### src/rtl/opb_regbank_pkg.sv
// Shared types and helpers for the OPB shadow/active register bank.
package opb_regbank_pkg;

    typedef enum logic {
        IDLE = 1'b0,
        ACK  = 1'b1
    } state_t;

    localparam int PENDING_BIT = 0;
    localparam int COUNT_LSB   = 16;

    // be[3] enables value bits 31:24, be[0] enables value bits 7:0.
    function automatic logic [31:0] be_to_mask(input logic [3:0] be);
        logic [31:0] mask;
        mask = '0;
        for (int i = 0; i < 4; i++) begin
            mask[i*8 +: 8] = {8{be[i]}};
        end
        return mask;
    endfunction

endpackage

### src/rtl/opb_regbank_decode.sv
// Combinational address-window hit and word-index decode for the register bank.
module opb_regbank_decode #(
    parameter logic [31:0] C_BASEADDR   = 32'h0000_0000,
    parameter logic [31:0] C_HIGHADDR   = 32'h0000_00FF,
    parameter int          C_OPB_AWIDTH = 32,
    parameter int          C_NUM_REGS   = 8,
    parameter int          IDX_W        = 4
) (
    input  logic [C_OPB_AWIDTH-1:0] addr,
    input  logic                    select,
    output logic                    hit,
    output logic                    is_data,
    output logic                    is_ctrl,
    output logic [IDX_W-1:0]        idx
);

    localparam logic [C_OPB_AWIDTH-1:0] BASE  = C_OPB_AWIDTH'(C_BASEADDR);
    localparam logic [C_OPB_AWIDTH-1:0] HIGH  = C_OPB_AWIDTH'(C_HIGHADDR);
    localparam logic [C_OPB_AWIDTH-1:0] NUM_W = C_OPB_AWIDTH'(C_NUM_REGS);

    logic [C_OPB_AWIDTH-1:0] word;

    always_comb begin
        word    = (addr - BASE) >> 2;
        hit     = select && (addr >= BASE) && (addr <= HIGH);
        is_data = hit && (word < NUM_W);
        is_ctrl = hit && (word == NUM_W);
        idx     = word[IDX_W-1:0];
    end

endmodule

### src/rtl/opb_register_bank.sv
// OPB slave with C_NUM_REGS shadow registers committed atomically to an active copy.
// Define OPB_REGBANK_SYNC_COMMIT_EN to defer commits until the next user_sync strobe.
module opb_register_bank
    import opb_regbank_pkg::*;
#(
    parameter logic [31:0] C_BASEADDR   = 32'h0000_0000,
    parameter logic [31:0] C_HIGHADDR   = 32'h0000_00FF,
    parameter int          C_OPB_AWIDTH = 32,
    parameter int          C_OPB_DWIDTH = 32,
    parameter int          C_NUM_REGS   = 8,
    parameter int          C_REG_WIDTH  = 32,
    parameter logic [31:0] C_INIT_VALUE = 32'h0000_0000
) (
    input  logic                              OPB_Clk,
    input  logic                              OPB_Rst_n,
    input  logic [0:31]                       OPB_ABus,
    input  logic [0:3]                        OPB_BE,
    input  logic [0:31]                       OPB_DBus,
    input  logic                              OPB_RNW,
    input  logic                              OPB_select,
    input  logic                              OPB_seqAddr,
    output logic [0:31]                       Sl_DBus,
    output logic                              Sl_xferAck,
    output logic                              Sl_errAck,
    output logic                              Sl_retry,
    output logic                              Sl_toutSup,
    input  logic                              user_sync,
    output logic [C_NUM_REGS*C_REG_WIDTH-1:0] user_data_out,
    output logic                              user_commit_pulse,
    output logic                              user_commit_pending
);

    localparam int              IDX_W = $clog2(C_NUM_REGS + 1);
    localparam int              RW    = C_REG_WIDTH;
    localparam logic [RW-1:0]   INIT  = C_INIT_VALUE[RW-1:0];

    state_t                  state_reg, state_next;
    logic                    hit, is_data, is_ctrl;
    logic [IDX_W-1:0]        idx;

    logic                    rnw_reg, is_data_reg, is_ctrl_reg;
    logic [IDX_W-1:0]        idx_reg;
    logic [31:0]             wdata_reg;
    logic [3:0]              be_reg;
    logic [C_OPB_DWIDTH-1:0] dbus_reg;

    logic                    pending_reg;
    logic [15:0]             count_reg;

    logic [C_NUM_REGS*RW-1:0] shadow_flat;
    logic [RW-1:0]           rd_shadow;
    logic [31:0]             rdata;
    logic [31:0]             full_mask;
    logic [RW-1:0]           wr_mask;
    logic                    ack, wr_fire, commit_req, commit_apply;
    logic                    unused_inputs;

    opb_regbank_decode #(
        .C_BASEADDR   (C_BASEADDR),
        .C_HIGHADDR   (C_HIGHADDR),
        .C_OPB_AWIDTH (C_OPB_AWIDTH),
        .C_NUM_REGS   (C_NUM_REGS),
        .IDX_W        (IDX_W)
    ) u_decode (
        .addr    (OPB_ABus),
        .select  (OPB_select),
        .hit     (hit),
        .is_data (is_data),
        .is_ctrl (is_ctrl),
        .idx     (idx)
    );

    always_ff @(posedge OPB_Clk or negedge OPB_Rst_n) begin
        if (!OPB_Rst_n) begin
            state_reg <= IDLE;
        end else begin
            state_reg <= state_next;
        end
    end

    always_comb begin
        state_next = state_reg;
        case (state_reg)
            IDLE:    if (hit) state_next = ACK;
            ACK:     state_next = IDLE;
            default: state_next = IDLE;
        endcase
    end

    assign ack        = (state_reg == ACK);
    assign wr_fire    = ack && !rnw_reg;
    // Only the low byte lane carries the commit bit.
    assign commit_req = wr_fire && is_ctrl_reg && be_reg[0] && wdata_reg[0];

`ifdef OPB_REGBANK_SYNC_COMMIT_EN
    assign commit_apply = pending_reg && user_sync;
`else
    assign commit_apply = pending_reg;
`endif

    always_comb begin
        rd_shadow = '0;
        for (int i = 0; i < C_NUM_REGS; i++) begin
            if (idx == IDX_W'(i)) rd_shadow = shadow_flat[i*RW +: RW];
        end
        rdata = '0;
        if (is_data) begin
            rdata = 32'(rd_shadow);
        end else if (is_ctrl) begin
            rdata[COUNT_LSB +: 16] = count_reg;
            rdata[PENDING_BIT]     = pending_reg;
        end
    end

    // Transfer attributes are captured at the hit edge; the write lands when ACK ends.
    always_ff @(posedge OPB_Clk or negedge OPB_Rst_n) begin
        if (!OPB_Rst_n) begin
            rnw_reg     <= 1'b0;
            is_data_reg <= 1'b0;
            is_ctrl_reg <= 1'b0;
            idx_reg     <= '0;
            wdata_reg   <= '0;
            be_reg      <= '0;
            dbus_reg    <= '0;
        end else begin
            dbus_reg <= '0;
            if (state_reg == IDLE && hit) begin
                rnw_reg     <= OPB_RNW;
                is_data_reg <= is_data;
                is_ctrl_reg <= is_ctrl;
                idx_reg     <= idx;
                wdata_reg   <= OPB_DBus;
                be_reg      <= OPB_BE;
                if (OPB_RNW) dbus_reg <= rdata;
            end
        end
    end

    // A request arriving as a pending commit is consumed keeps pending set.
    always_ff @(posedge OPB_Clk or negedge OPB_Rst_n) begin
        if (!OPB_Rst_n) begin
            pending_reg <= 1'b0;
            count_reg   <= '0;
        end else begin
            pending_reg <= (pending_reg && !commit_apply) || commit_req;
            if (commit_apply) count_reg <= count_reg + 16'd1;
        end
    end

    assign full_mask = be_to_mask(be_reg);
    assign wr_mask   = full_mask[RW-1:0];

    genvar gi;
    generate
        for (gi = 0; gi < C_NUM_REGS; gi++) begin : g_reg
            logic [RW-1:0] shadow_reg;
            logic [RW-1:0] active_reg;
            logic          wr_sel;

            assign wr_sel = wr_fire && is_data_reg && (idx_reg == IDX_W'(gi));

            always_ff @(posedge OPB_Clk or negedge OPB_Rst_n) begin
                if (!OPB_Rst_n) begin
                    shadow_reg <= INIT;
                    active_reg <= INIT;
                end else begin
                    if (wr_sel) shadow_reg <= (shadow_reg & ~wr_mask) | (wdata_reg[RW-1:0] & wr_mask);
                    if (commit_apply) active_reg <= shadow_reg;
                end
            end

            assign shadow_flat[gi*RW +: RW]   = shadow_reg;
            assign user_data_out[gi*RW +: RW] = active_reg;
        end
    endgenerate

    assign Sl_DBus             = dbus_reg;
    assign Sl_xferAck          = ack;
    assign Sl_errAck           = 1'b0;
    assign Sl_retry            = 1'b0;
    assign Sl_toutSup          = 1'b0;
    assign user_commit_pulse   = commit_apply;
    assign user_commit_pending = pending_reg;
    assign unused_inputs       = ^{OPB_seqAddr, user_sync};

endmodule

### config.mk
export PLATFORM = sky130hd
export DESIGN_NAME = opb_register_bank
export DESIGN_NICKNAME = d
export VERILOG_FILES = /design/src/rtl/opb_regbank_pkg.sv /design/src/rtl/opb_regbank_decode.sv /design/src/rtl/opb_register_bank.sv
export SDC_FILE = /design/constraint.sdc
export NUM_CORES = 1
export LEC_CHECK = 0
export CORE_MARGIN = 3
export CORE_UTILIZATION = 25
export CTS_CLUSTER_SIZE = 30
export DETAILED_ROUTE_END_ITERATION = 8
export PLACE_DENSITY = 0.43
export SETUP_SLACK_MARGIN = 0.4
export SYNTH_ARGS = -nofsm -noshare
export SYNTH_HDL_FRONTEND = slang
export SYNTH_SLANG_ARGS = --single-unit
export TNS_END_PERCENT = 10
### constraint.sdc
create_clock -name OPB_Clk -period 2.44 [get_ports OPB_Clk]
set_clock_uncertainty 0.2 [all_clocks]
set_input_delay 0.366 -clock OPB_Clk [delete_from_list [all_inputs] [get_ports OPB_Clk]]
set_output_delay 0.366 -clock OPB_Clk [all_outputs]
set_load 0.02 [all_outputs]
==> results.txt <==
----------------------------------------------------
[Power and ir drop]
  P_leak ... 16.97 nW
  Total power per unit cell area ... 638.6 mW/mm²
  Internal ... 16.80 mW
  Switching pwr ... 4.762 mW
  Switching Fraction ... 0.2209
  Part of the power in registers ... 0.466
  Clock Power Share ... 0.499
  Maximum vdd ir drop ... 0.4026 mV
  Total Power Consumption ... 21.56 mW
  Combinational cell fraction of total power ... 0.035

[Floorplan]
  Placeable core area ... 0.09856 mm²
  Die span in y ... 321.5 µm
  Effective utilization at floorplan ... 0.2524
  Row count ... 115
  Number of top-level pins ... 368
  Die Outline Area ... 0.1033 mm²
  Die Wd ... 321.5 µm

[Flow run]
  Max-capacitance violation count ... 0

[CTS]
  CTS Root Cell ... sky130_fd_sc_hd__clkbuf_16
  CTS buffer count ... 73
  Insertion delay of the later-clocked pin in the worst-skew pair ... 0.60 ns
  TritonCTS Sinks ... 605
  Maximum level of the CTS H-tree ... 3
  Number of buffers between clock root and the deepest sink ... 3
  Clock tree from TritonCTS ... built
  Reg clk slew, reported paths ... 0.06 ns

[Setup path]
  Worst reg2reg path depth ... 6
  Crit start category ... flip-flop
  Crit. path cell count ... 1
  Classification of the worst setup path ... reg2out
  Highest net fanout along the worst path ... 1
  CP max stage cell ... sky130_fd_sc_hd__clkdlybuf4s50_1
  Worst path cell trace ... clkdlybuf4s50_1
  Data required time of the worst path ... 1.87 ns
  Largest stage delay, worst path ... 0.63 ns
  Critical path buffer and inverter count ... 1
  Worst flop-to-flop path startpoint ... rnw_reg
  Worst setup EP type ... primary output
  Family of cells with the greatest summed delay on the critical path ... buffers and inverters
  Worst reg-to-reg setup slack ... 0.30 ns
  Critical Path AT ... 1.65 ns

[Timing]
  Period minus WS final ... 2.215 ns
  Max Clk Rate ... 0.4515 GHz
  Portion of the clock cycle consumed by the worst path in the final layout ... 0.9077
  Fin. Hold Viols ... 0
  Number of pins exceeding their max-slew limit in the final report ... 0
  RSZ-0062 raised after global routing ... true
  Worst slew slack as a fraction of its limit ... 0.3301
  Final setup violation count ... 0
  Final worst slack ... 0.2253 ns
  Measured slew at the worst slew-check pin ... 1.000 ns

[Run status]
  Result of the run ... complete, no violations

[Synth]
  Post-synth top flop ... sky130_fd_sc_hd__dfrtp_1
  Portion of the post-synthesis area used by sequential elements ... 0.6085
  Number of synthesized flops with an enable pin ... 0
  Register bit total from synthesis ... 605
  Post-Synthesis Cell Area ... 0.02488 mm²
  Count of different cell masters after synthesis ... 62
  Async SR Flop Fraction ... 1.000
  Total number of yosys warnings ... 0
  Cell count after synthesis ... 1647
  Average footprint of a synthesized cell ... 15.11 µm²

[Global route]
  Largest net degree at the start of global routing ... 86
  Wire length of the first global-routing pass ... 124700 µm
  Number of global-route vias before repair ... 17730
  Antenna violations before repair ... 4
  All-layer global routing usage ... 0.1638
  Grt ovf ... 0

[Routing]
  Total number of vias ... 15808
  Total detailed-routing wirelength ... 84750 µm
  Number of iterations in the first detailed-routing pass ... 5
  Detailed-route wire length per cell ... 24.45 µm
  Vias/cell ... 4.561
  DRC errors left ... 0
  Violation count after the first detailed-route iteration ... 823
  ANT nets after route ... 0

[Finish]
  Area Overhead vs Synth ... 35.70%
  Commonest non-fill, non-tap cell in the layout ... sky130_fd_sc_hd__dfrtp_1
  Share of post-route cells with drive strength above 1 ... 0.3917
  Layout Nets ... 2198
  Most frequent cells in the layout ... sky130_fd_sc_hd__dfrtp_1, sky130_fd_sc_hd__mux2_2, sky130_fd_sc_hd__clkdlybuf4s50_1, sky130_fd_sc_hd__buf_4, sky130_fd_sc_hd__clkbuf_16
  Number of filler cells placed in the layout ... 9625

[Placement]
  Worst-case setup slack after placement ... -0.3008 ns
  RePlAce Congestion ... 0.7672
  Port Buffer Count ... 360
  HPWL reported at the end of detailed placement ... 60300 µm

[Worst hold path]
  Type of the worst min-delay path ... in2async

----------------------------------------------------
worst max path at each step:
stage / endpoint / slack, ns / from
floorplan: flip-flop / 0.43 / Sl_xferAck
global placement: is_data_reg / -0.31 / OPB_ABus[8]
detailed placement: wdata_reg[11] / -0.30 / OPB_ABus[8]
CTS: user_data_out[255] / 0.13 / g_reg[7].active_reg[31]
global route: Sl_DBus[13] / 0.19 / Sl_DBus[13]
finish: Sl_DBus[13] / 0.23 / Sl_DBus[13]
Yosys cell counts, drive strengths merged (13+ instances only):
cell type  number  area share
a21oi          32      0.0064
a22oi          22      0.0066
buf            58       0.013
clkbuf         34      0.0051
dfrtp         605        0.61
mux2          564        0.26
mux2i          46       0.019
mux4           14       0.013
nand2          45      0.0092
nand3          14      0.0036
nor2           22      0.0033
nor3           15      0.0034
o211a          13      0.0052
o21ai          17      0.0034
layout make-up:
cell class / instances / area (µm²) / area share
Clock buffer: 112 / 2226 / 0.06593
Timing Repair Buffer: 491 / 5197 / 0.1539
Clock inverter: 15 / 148.9 / 0.004410
Tap cell: 1287 / 1610 / 0.04770
Sequential cell: 605 / 15150 / 0.4486
Antenna cell: 4 / 10.01 / 0.0002965
Multi-Input combinational cell: 940 / 9378 / 0.2778
Inverter: 12 / 45.04 / 0.001334
per-layer routing:
metal,wire length [µm],up-vias,global-route usage,part of all wire
met5,13,-,0,0.00015
met4,1505,2,0.04141,0.018
met3,5021,103,0.03626,0.059
met2,39480,421,0.2654,0.47
met1,38730,8299,0.2223,0.46
li1,-,6983,-,-
cells by family (layout without fill, tap and decap cells):
kind of cell	Yosys count	count (layout)	share of synthesized area
other cells	1	7	0.0001507
buf+inv	104	630	0.01981
simple gates	152	152	0.03717
mux	624	624	0.2865
flops	605	605	0.6085
fa+ha+maj	1	1	0.0005028
xor+xnor	15	15	0.005281
compound gates	145	145	0.04209
what timing repair did:
item,CTS,global route
gates resized for setup,44,58
hold buffers,1,0
pin swaps,3,1
endpoints found under the setup margin,483,534
setup buffers,7,0
cloned,0,0
endpoints found under the hold margin,299,0
metrics by stage:
step	std cells	hold slack, ns	instance area (µm²)	utilization	TNS (ns)
after floorplan	1649	-0.1296	24890	-	0
after global placement	3327	0.09088	31020	0.3147	-12.79
after detailed placement	3327	0.1013	31020	0.3147	-12.22
after CTS	3462	0.03656	33590	0.3408	0
after global routing	3462	0.06904	33750	0.3424	0
final	3466	0.05402	33760	0.3425	0
power groups by stage:
stage	clock, mW	sequential (mW)	combinational [mW]
after floorplan	0	10.2	0.179
after global placement	0	10.2	0.782
after detailed placement	0	10.2	0.787
after CTS	11.2	10.0	0.790
after global routing	11.6	10.0	0.838
final	10.8	10.0	0.763
worst register-to-register path: stages (launching register included):
cell	delay (ns)
sky130_fd_sc_hd__dfrtp_1	0.43
sky130_fd_sc_hd__nand4bb_4	0.28
sky130_fd_sc_hd__buf_6	0.18
sky130_fd_sc_hd__nor3b_4	0.22
sky130_fd_sc_hd__buf_4	0.19
sky130_fd_sc_hd__nand2_4	0.15
sky130_fd_sc_hd__mux2_1	0.38
Note: power is estimated with default switching activity, not from simulation.
